[config.mk]
export PLATFORM = sky130hd
export DESIGN_NAME = pipe_ctrl_flat
export DESIGN_NICKNAME = d
export VERILOG_FILES = /design/src/rtl/pipe_ctrl_if.sv /design/src/rtl/pipe_ctrl.sv /design/src/flat_wrapper.sv
export SDC_FILE = /design/constraint.sdc
export NUM_CORES = 1
export LEC_CHECK = 0
export CORE_ASPECT_RATIO = 0.9
export CORE_MARGIN = 4
export CORE_UTILIZATION = 39
export DETAILED_ROUTE_END_ITERATION = 12
export HOLD_SLACK_MARGIN = 0.08
export PLACE_DENSITY = 0.88
export SLEW_MARGIN = 20
export SYNTH_ARGS = -nofsm -noshare
export SYNTH_HDL_FRONTEND = slang
export SYNTH_SLANG_ARGS = --single-unit
[constraint.sdc]
create_clock -name clk -period 2.1 [get_ports clk]
set_input_delay 0.21 -clock clk [delete_from_list [all_inputs] [get_ports clk]]
set_output_delay 0.21 -clock clk [all_outputs]
set_load 0.005 [all_outputs]
[src/rtl/pipe_ctrl_if.sv]
// Hold/redirect bundle between the pipeline controller and the core stages.
// The slave side is the controller; the master side drives requests and consumes hold/redirect.
interface pipe_ctrl_if;
  logic        jump_flag_i;
  logic [31:0] jump_addr_i;
  logic        hold_flag_ex_i;
  logic        hold_flag_rib_i;
  logic        jtag_halt_flag_i;
  logic        int_assert_i;
  logic [31:0] int_addr_i;
  logic [2:0]  hold_flag_o;
  logic        jump_flag_o;
  logic [31:0] jump_addr_o;
  logic        halted_o;
  logic        bus_timeout_o;
  logic [31:0] hold_cycles_o;

  modport master (
    output jump_flag_i, jump_addr_i, hold_flag_ex_i, hold_flag_rib_i,
           jtag_halt_flag_i, int_assert_i, int_addr_i,
    input  hold_flag_o, jump_flag_o, jump_addr_o, halted_o, bus_timeout_o, hold_cycles_o
  );

  modport slave (
    input  jump_flag_i, jump_addr_i, hold_flag_ex_i, hold_flag_rib_i,
           jtag_halt_flag_i, int_assert_i, int_addr_i,
    output hold_flag_o, jump_flag_o, jump_addr_o, halted_o, bus_timeout_o, hold_cycles_o
  );
endinterface

[src/rtl/pipe_ctrl.sv]
// Pipeline hold/flush controller: arbitrates stalls and redirects, stretches flushes over
// the fetch latency, flags stuck bus waits and counts held cycles.
module pipe_ctrl #(
  parameter int FLUSH_LEN = 2,
  parameter int BUS_TMO   = 255
) (
  input  logic        clk,
  input  logic        rst,
  pipe_ctrl_if.slave  bus
);

  localparam logic [2:0] HOLD_NONE = 3'd0;
  localparam logic [2:0] HOLD_PC   = 3'd1;
  localparam logic [2:0] HOLD_ID   = 3'd3;

  localparam int CW = $clog2(FLUSH_LEN + 1);
  localparam logic [CW-1:0] FLUSH_RELOAD = CW'(FLUSH_LEN - 1);
  localparam bit USE_FLUSH = (FLUSH_LEN > 1);
  localparam logic [15:0] TMO_LAST = 16'(BUS_TMO - 1);

  typedef enum logic [1:0] {RUN, STALL, FLUSH, HALT} state_t;

  state_t        state, state_next;
  logic [CW-1:0] flush_cnt, flush_cnt_next;
  logic [15:0]   tmo_cnt;
  logic          halted_q;
  logic          bus_timeout_q;
  logic [31:0]   hold_cycles_q;
  logic          redirect;
  logic [2:0]    req_level;
  logic [2:0]    state_level;
  logic [2:0]    hold_level;

  assign redirect = bus.jump_flag_i | bus.int_assert_i;

  always_ff @(posedge clk or negedge rst) begin
    if (!rst) begin
      state     <= RUN;
      flush_cnt <= '0;
      halted_q  <= 1'b0;
    end else begin
      state     <= state_next;
      flush_cnt <= flush_cnt_next;
      halted_q  <= (state_next == HALT);
    end
  end

  // Halt outranks flush outranks stall; an active flush only yields to halt once it has drained.
  always_comb begin
    state_next     = state;
    flush_cnt_next = flush_cnt;
    case (state)
      RUN, STALL: begin
        if (bus.jtag_halt_flag_i) begin
          state_next = HALT;
        end else if (redirect && USE_FLUSH) begin
          state_next     = FLUSH;
          flush_cnt_next = FLUSH_RELOAD;
        end else if (bus.hold_flag_ex_i) begin
          state_next = STALL;
        end else begin
          state_next = RUN;
        end
      end
      FLUSH: begin
        if (redirect) begin
          flush_cnt_next = FLUSH_RELOAD;
        end else if (flush_cnt <= CW'(1)) begin
          state_next     = bus.jtag_halt_flag_i ? HALT : RUN;
          flush_cnt_next = '0;
        end else begin
          flush_cnt_next = flush_cnt - CW'(1);
        end
      end
      HALT: begin
        if (!bus.jtag_halt_flag_i) state_next = RUN;
      end
      default: begin
        state_next     = RUN;
        flush_cnt_next = '0;
      end
    endcase
  end

  always_comb begin
    req_level = HOLD_NONE;
    if (redirect || bus.hold_flag_ex_i || bus.jtag_halt_flag_i) req_level = HOLD_ID;
    else if (bus.hold_flag_rib_i)                               req_level = HOLD_PC;
    state_level = (state == FLUSH || state == HALT) ? HOLD_ID : HOLD_NONE;
    hold_level  = (req_level > state_level) ? req_level : state_level;

    bus.hold_flag_o = rst ? hold_level : HOLD_NONE;
    bus.jump_flag_o = rst & redirect;
    bus.jump_addr_o = 32'h0;
    if (rst) begin
      if (bus.int_assert_i)     bus.jump_addr_o = bus.int_addr_i;
      else if (bus.jump_flag_i) bus.jump_addr_o = bus.jump_addr_i;
    end
  end

  // The timeout pulse restarts the window, so a permanently stuck bus pulses every BUS_TMO cycles.
  always_ff @(posedge clk or negedge rst) begin
    if (!rst) begin
      tmo_cnt       <= '0;
      bus_timeout_q <= 1'b0;
    end else if (bus.hold_flag_rib_i) begin
      if (tmo_cnt == TMO_LAST) begin
        tmo_cnt       <= '0;
        bus_timeout_q <= 1'b1;
      end else begin
        tmo_cnt       <= tmo_cnt + 16'd1;
        bus_timeout_q <= 1'b0;
      end
    end else begin
      tmo_cnt       <= '0;
      bus_timeout_q <= 1'b0;
    end
  end

  always_ff @(posedge clk or negedge rst) begin
    if (!rst) begin
      hold_cycles_q <= '0;
    end else if (hold_level != HOLD_NONE && hold_cycles_q != 32'hFFFF_FFFF) begin
      hold_cycles_q <= hold_cycles_q + 32'd1;
    end
  end

  assign bus.halted_o      = halted_q;
  assign bus.bus_timeout_o = bus_timeout_q;
  assign bus.hold_cycles_o = hold_cycles_q;

endmodule

[src/flat_wrapper.sv]
// flat-port wrapper written by rule: the top's interface ports become plain ports
module pipe_ctrl_flat 
#(
  parameter int FLUSH_LEN = 2,
  parameter int BUS_TMO   = 255
)
  (clk, rst, bus_jump_flag_i, bus_jump_addr_i, bus_hold_flag_ex_i, bus_hold_flag_rib_i, bus_jtag_halt_flag_i, bus_int_assert_i, bus_int_addr_i, bus_hold_flag_o, bus_jump_flag_o, bus_jump_addr_o, bus_halted_o, bus_bus_timeout_o, bus_hold_cycles_o);
  pipe_ctrl_if bus_i ();
  input  logic clk;
  input  logic rst;
  input wire logic [$bits(bus_i.jump_flag_i)-1:0] bus_jump_flag_i;
  input wire logic [$bits(bus_i.jump_addr_i)-1:0] bus_jump_addr_i;
  input wire logic [$bits(bus_i.hold_flag_ex_i)-1:0] bus_hold_flag_ex_i;
  input wire logic [$bits(bus_i.hold_flag_rib_i)-1:0] bus_hold_flag_rib_i;
  input wire logic [$bits(bus_i.jtag_halt_flag_i)-1:0] bus_jtag_halt_flag_i;
  input wire logic [$bits(bus_i.int_assert_i)-1:0] bus_int_assert_i;
  input wire logic [$bits(bus_i.int_addr_i)-1:0] bus_int_addr_i;
  output wire logic [$bits(bus_i.hold_flag_o)-1:0] bus_hold_flag_o;
  output wire logic [$bits(bus_i.jump_flag_o)-1:0] bus_jump_flag_o;
  output wire logic [$bits(bus_i.jump_addr_o)-1:0] bus_jump_addr_o;
  output wire logic [$bits(bus_i.halted_o)-1:0] bus_halted_o;
  output wire logic [$bits(bus_i.bus_timeout_o)-1:0] bus_bus_timeout_o;
  output wire logic [$bits(bus_i.hold_cycles_o)-1:0] bus_hold_cycles_o;
  assign bus_i.jump_flag_i = bus_jump_flag_i;
  assign bus_i.jump_addr_i = bus_jump_addr_i;
  assign bus_i.hold_flag_ex_i = bus_hold_flag_ex_i;
  assign bus_i.hold_flag_rib_i = bus_hold_flag_rib_i;
  assign bus_i.jtag_halt_flag_i = bus_jtag_halt_flag_i;
  assign bus_i.int_assert_i = bus_int_assert_i;
  assign bus_i.int_addr_i = bus_int_addr_i;
  assign bus_hold_flag_o = bus_i.hold_flag_o;
  assign bus_jump_flag_o = bus_i.jump_flag_o;
  assign bus_jump_addr_o = bus_i.jump_addr_o;
  assign bus_halted_o = bus_i.halted_o;
  assign bus_bus_timeout_o = bus_i.bus_timeout_o;
  assign bus_hold_cycles_o = bus_i.hold_cycles_o;
  pipe_ctrl #(.FLUSH_LEN(FLUSH_LEN), .BUS_TMO(BUS_TMO)) u_core (.clk(clk), .rst(rst), .bus(bus_i));
endmodule
# --- After elaboration in Yosys (flattened, before gate mapping) ---
# Cells that the tools add are included.
totals:
  register_bits: 54
  input_bits: 71
  output_inout_bits: 70
  word_cells: 55
op_classes:
  add_sub_neg: 3
  order_cmp: 2
  eq_ne: 8
  muxes: 25
  n_bitwise: 2
  n_reduce_logical: 9
ops:
  columns: ["cell", "count"]
  rows:
  - ["$mux 32", 3]
  - ["$add 32x1->32 const B", 1]
  - ["$mux 16", 2]
  - ["$ne 32x32->1 const B", 1]
  - ["$mux 2", 11]
  - ["$add 16x1->16 const B", 1]
  - ["$eq 16x8->1 const B", 1]
  - ["$mux 3", 3]
  - ["$eq 2x2->1 const B", 3]
  - ["$pmux 2 s3", 1]
  - ["$mux 1", 4]
  - ["$pmux 2 s2", 1]
  - ["$gt 3x3->1", 1]
  - ["$logic_or 1x1->1", 3]
  - ["$reduce_and 3->1", 1]
  - ["$reduce_bool 3->1", 1]
  - ["$eq 2x1->1 const B", 1]
  - ["$le 2x1->1 const B", 1]
  - ["$logic_not 2->1", 1]
  - ["$ne 2x1->1 const B", 1]
  - ["$ne 2x2->1 const B", 1]
  - ["$reduce_bool 2->1", 1]
  - ["$reduce_or 2->1", 1]
  - ["$sub 2x1->2 const B", 1]
  - ["other kinds (3)", 3]

# --- Longest topological paths before layout ---
logic_depth:
  word_depth: 8
  depth_mapped: 10
  mapped_depth_nobuf: 7

# --- Worst setup path after synthesis ---
# No wires, ideal clock.
synth_timing:
  path_kind: "input port to flip-flop"
  start: "input port bus_int_assert_i"
  end: "register u_core.hold_cycles_q[19], in the netlist u_core.bus.hold_cycles_o[19]"
  setup_time_ns: 0.080
  t_arrival_ns: 2.497
  required_time_ns: 2.020
  setup_slack_ns: -0.477
  stages: 10
  path_buffers: 3
  cell_sequence: "buf_4 -> nor4_2 -> ha_1 -> nor3b_1 -> a32o_1 -> buf_6 -> or4_4 -> buf_6 -> nor4_4 -> xnor2_1"
synth_via:
  elab_chain_len: 8
synth_lines:
  columns: ["item", "line_no", "source"]
  rows:
  - ["start: declaration", "flat_wrapper.sv:16", "input wire logic [$bits(bus_i.int_assert_i)-1:0] bus_int_assert_i;"]
  - ["$or 1x1->1 (*)", "pipe_ctrl.sv:34", "assign redirect = bus.jump_flag_i | bus.int_assert_i;"]
  - ["$logic_or 1x1->1 (*) (2 in a row)", "pipe_ctrl.sv:87", "if (redirect || bus.hold_flag_ex_i || bus.jtag_halt_flag_i) req_level = HOLD_ID;"]
  - ["$mux 3 (*)", "pipe_ctrl.sv:87", null]
  - ["$gt 3x3->1", "pipe_ctrl.sv:90", "hold_level = (req_level > state_level) ? req_level : state_level;"]
  - ["$mux 3 (*)", "pipe_ctrl.sv:90", null]
  - ["$reduce_bool 3->1 (*)", "pipe_ctrl.sv:123", "end else if (hold_level != HOLD_NONE && hold_cycles_q != 32'hFFFF_FFFF) begin"]
  - ["$logic_and 1x1->1 (*)", "pipe_ctrl.sv:123", null]
  - ["end signal: assignment", "pipe_ctrl.sv:124", "hold_cycles_q <= hold_cycles_q + 32'd1;"]
  - ["end: declaration", "pipe_ctrl.sv:28", "logic [31:0] hold_cycles_q;"]
# Every way passes the cells marked *; elsewhere a longest branch is shown, timed or not.
# A chain may end at the register's enable or synchronous reset.

# --- Worst setup path after layout ---
layout_timing:
  start: "register u_core.hold_cycles_q[12], in the netlist u_core.bus.hold_cycles_o[12]"
  end: "register u_core.hold_cycles_q[29], in the netlist u_core.bus.hold_cycles_o[29]"
layout_via:
  elab_chain_len: 2
  word_cells_on_any_way: 3
  classes_between: "add/sub (1); eq/ne (1); reduce/logical (1)"
layout_lines:
  columns: ["item"]
  rows:
  - ["branches (longest 2 deep; another with $add 32x1->32)"]
# Several ways; the timed one is not identified.

==> results.md <==
- Syn Area/Cell: 9.27 µm²
- Worst-path clk slew: 0.10 ns
- H-tree Lvls: 2
- Post-route DRC: 0
- Crit path DAT: 2.29 ns
- Final net count: 608
- Clk sinks: 54
- Vias in the first global route: 3419
- Cell Pwr Density: 490 mW/mm²
- Worst slew pin tran: 0.669 ns
- Crit path launch: u_core.bus.hold_cycles_o[12]$_DFFE_PN0P_
- Leakage: 2.10 nW
- WP data required: 2.30 ns
- Sum of negative setup slack: 0 ns
- Max cap viols: 0
- Final hold vios: 0
- Final WS setup: 0.00423 ns
- Initial DRT Pass Iterations: 4
- Ant. Diodes: 0
- RePlAce Congestion: 0.859
- Syn_nets: 425
- CTS Buf Count: 5
- Max clock buf depth: 2
- Setup-failing EPs final: 0
- Max Fanout on Critical Path: 4
- Total gr overflow: 0
- Vias: 3491
- Hold-fix buffer count after cts: 0
- RSZ-0062 raised after global routing: yes
- R2r setup slk: 0.004 ns
- Fmax: 477 MHz
- Worst R2R Start: u_core.bus.hold_cycles_o[12]$_DFFE_PN0P_
- Unique masters post-synth: 50
- Crit share post-route: 99.8%
- Tmin final: 2.10 ns
- Via density: 5.52
- Ys flop type: dfrtp_1
- Worst path cell trace: nand4_1, buf_4, nor4_2, nand2_2, or3_1, xnor2_1
- Syn Std Cell Area: 0.00323 mm²
- IO Count: 141
- Kind of critical path: register to register
- Synth warn: 0
- CP delay by family, top: simple AND/OR/NAND/NOR gates
- # fillers: 607
- Die area: 0.00982 mm²
- Startpoint Class: register
- Die Span Y: 94.4 µm
- Worst skew pair latency: 0.30 ns
- Slowest cell delay on critical path: 0.45 ns
- FF+latch area: 0.00135 mm²
- Yosys reg bits: 54
- Wire per inst: 17.2 µm
- DP HPWL: 7890 µm
- Reg2reg path depth: 6
- Critical Path End Type: register
- Root buffer cell: clkbuf_8
- Layout cells sized above 1: 17.8%
- Worst hold path type: input port to async pin
- Part of the Yosys area used for sequential elements: 41.8%
- Fin. max-slew vios: 0
- Critical path's slowest cell: nor4_2
- CP bufs+invs: 1
- Setup Skew: 0.00897 ns
- Reg2Reg Capture Point: u_core.bus.hold_cycles_o[29]$_DFFE_PN0P_
- WHS: 0.0720 ns
- Post-route ant nets: 0
- Initial Util: 40.1%
- Status: finished clean
- Post-synth EDFFs: 0
- Iter 0 DRT Violations: 172
- Maximum VDD drop: 0.412 mV
- Largest net degree at the start of global routing: 55
- Fraction of registers with async set/reset: 100%
- Pre-CTS setup slack: -0.597 ns
- First-pass GRT wire length: 17000 µm
- Chip width: 104 µm
- Core Region: 0.00807 mm²
- Cells after synthesis: 349
- Worst slew margin: 55.4%
- TritonCTS clock tree: yes
- Syn-to-layout area delta: 65.6%
- GRT Util Overall: 21.2%
- Number of port buffers: 139
- Footprint of the multi-input gates: 0.00187 mm²
- Initial antenna violation count: 0
- Number of placement rows: 31
- Final WL: 10900 µm
flip-flops by register name (all words and copies together) (netlist names):
| register | flops |
|---|---|
| u_core.bus.bus_timeout_o | 1 |
| u_core.bus.halted_o | 1 |
| u_core.state | 2 |
| u_core.bus.hold_cycles_o | 32 |
| u_core.flush_cnt | 2 |
| u_core.tmo_cnt | 16 |
cell type report:
cell class | instances | area share (%)
Sequential cell | 54 | 25.2
Tap cell | 99 | 2.31
Timing Repair Buffer | 193 | 35.0
Clock inverter | 3 | 0.747
Clock buffer | 5 | 1.28
Multi-Input combinational cell | 270 | 34.9
Inverter | 8 | 0.560
Yosys cell counts (2+ instances only):
master | n | area (µm²)
nor2_1 | 58 | 218
dfrtp_1 | 54 | 1350
a22oi_1 | 33 | 248
nand2_1 | 22 | 82.6
xor2_1 | 22 | 193
xnor2_1 | 19 | 166
nand3_1 | 17 | 85.1
nand4_1 | 14 | 87.6
clkbuf_1 | 12 | 45.0
nor3_2 | 8 | 80.1
nor4_1 | 8 | 50.1
a21oi_1 | 7 | 35.0
inv_1 | 6 | 22.5
nor3_1 | 6 | 30.0
or3_1 | 6 | 37.5
and3_1 | 5 | 31.3
ha_1 | 5 | 62.6
o21ai_0 | 4 | 20.0
and4_1 | 3 | 26.3
buf_4 | 3 | 22.5
nand4b_1 | 3 | 26.3
or4_4 | 3 | 33.8
and2_1 | 2 | 12.5
buf_6 | 2 | 22.5
or4_1 | 2 | 15.0
routing by layer:
| metal | track usage [%] | wire length [µm] | up-vias |
|---|---|---|---|
| met4 | 4.43 | 144 | 0 |
| met5 | 0 | 0 | - |
| met1 | 25.3 | 4290 | 1717 |
| met2 | 39.2 | 5830 | 145 |
| li1 | - | - | 1617 |
| met3 | 5.06 | 605 | 12 |
per-stage QoR:
stage	instance area [µm²]	utilization (%)	total power, mW	std cells
finish	5360	66.4	2.62	632
global route	5360	66.4	2.76	632
CTS	5230	64.8	2.62	624
detailed placement	5040	62.5	1.95	611
global placement	5040	62.5	1.92	611
floorplan	3290	-	1.45	349
layout by cell type (no fill, tap or decap), types with 3 or more instances in the layout:
| master | n |
|---|---|
| nor3_4 | 7 |
| nand3_1 | 17 |
| nor2_1 | 58 |
| or4_4 | 3 |
| xor2_1 | 22 |
| and3_1 | 5 |
| buf_4 | 47 |
| nand2_1 | 21 |
| dlygate4sd2_1 | 4 |
| nand4_1 | 14 |
| ha_1 | 3 |
| and4_1 | 3 |
| inv_1 | 6 |
| xnor2_1 | 19 |
| nand4b_1 | 3 |
| dfrtp_1 | 54 |
| clkbuf_8 | 5 |
| buf_12 | 6 |
| o21ai_0 | 4 |
| a21oi_1 | 7 |
| clkdlybuf4s50_1 | 133 |
| a22oi_1 | 33 |
| nor3_1 | 6 |
| or3_1 | 6 |
| nor4_4 | 3 |
| nor4_1 | 5 |
kinds of logic after synthesis:
family          count (synthesis)  synth area share [%]
buf+inv                        25                  3.71
flops                          54                  41.8
other cells                     1                 0.116
xor+xnor                       41                  11.1
simple gates                  169                  29.1
fa+ha+maj                       5                  1.93
mux                             1                 0.348
compound gates                 53                  11.9
what timing repair did:
| item | CTS | global route |
|---|---|---|
| gates cloned | 0 | 1 |
| resized for setup | 11 | 10 |
| pin swaps | 7 | 5 |
| buffers inserted | 5 | 7 |
| setup endpoints to repair | 59 | 32 |
where the power goes:
| group | total, mW | switching, mW | internal (mW) |
|---|---|---|---|
| combinational | 0.698 | 0.254 | 0.444 |
| clock | 0.681 | 0.330 | 0.351 |
| sequential | 1.24 | 0.119 | 1.13 |
worst max path at each step:
stage / endpoint / slack, ns / cells past startpoint
2_1_floorplan: u_core.bus.hold_cycles_o[17]$_DFFE_PN0P_ / -0.08 / 9
3_3_place_gp: u_core.bus.hold_cycles_o[11]$_DFFE_PN0P_ / -0.49 / 8
3_5_place_dp: u_core.bus.hold_cycles_o[11]$_DFFE_PN0P_ / -0.60 / 8
4_1_cts: u_core.bus.hold_cycles_o[17]$_DFFE_PN0P_ / -0.08 / 8
5_1_grt: u_core.bus.hold_cycles_o[21]$_DFFE_PN0P_ / -0.09 / 8
6_report: u_core.bus.hold_cycles_o[29]$_DFFE_PN0P_ / 0.004 / 6
Power figures use the tool's default switching activity.
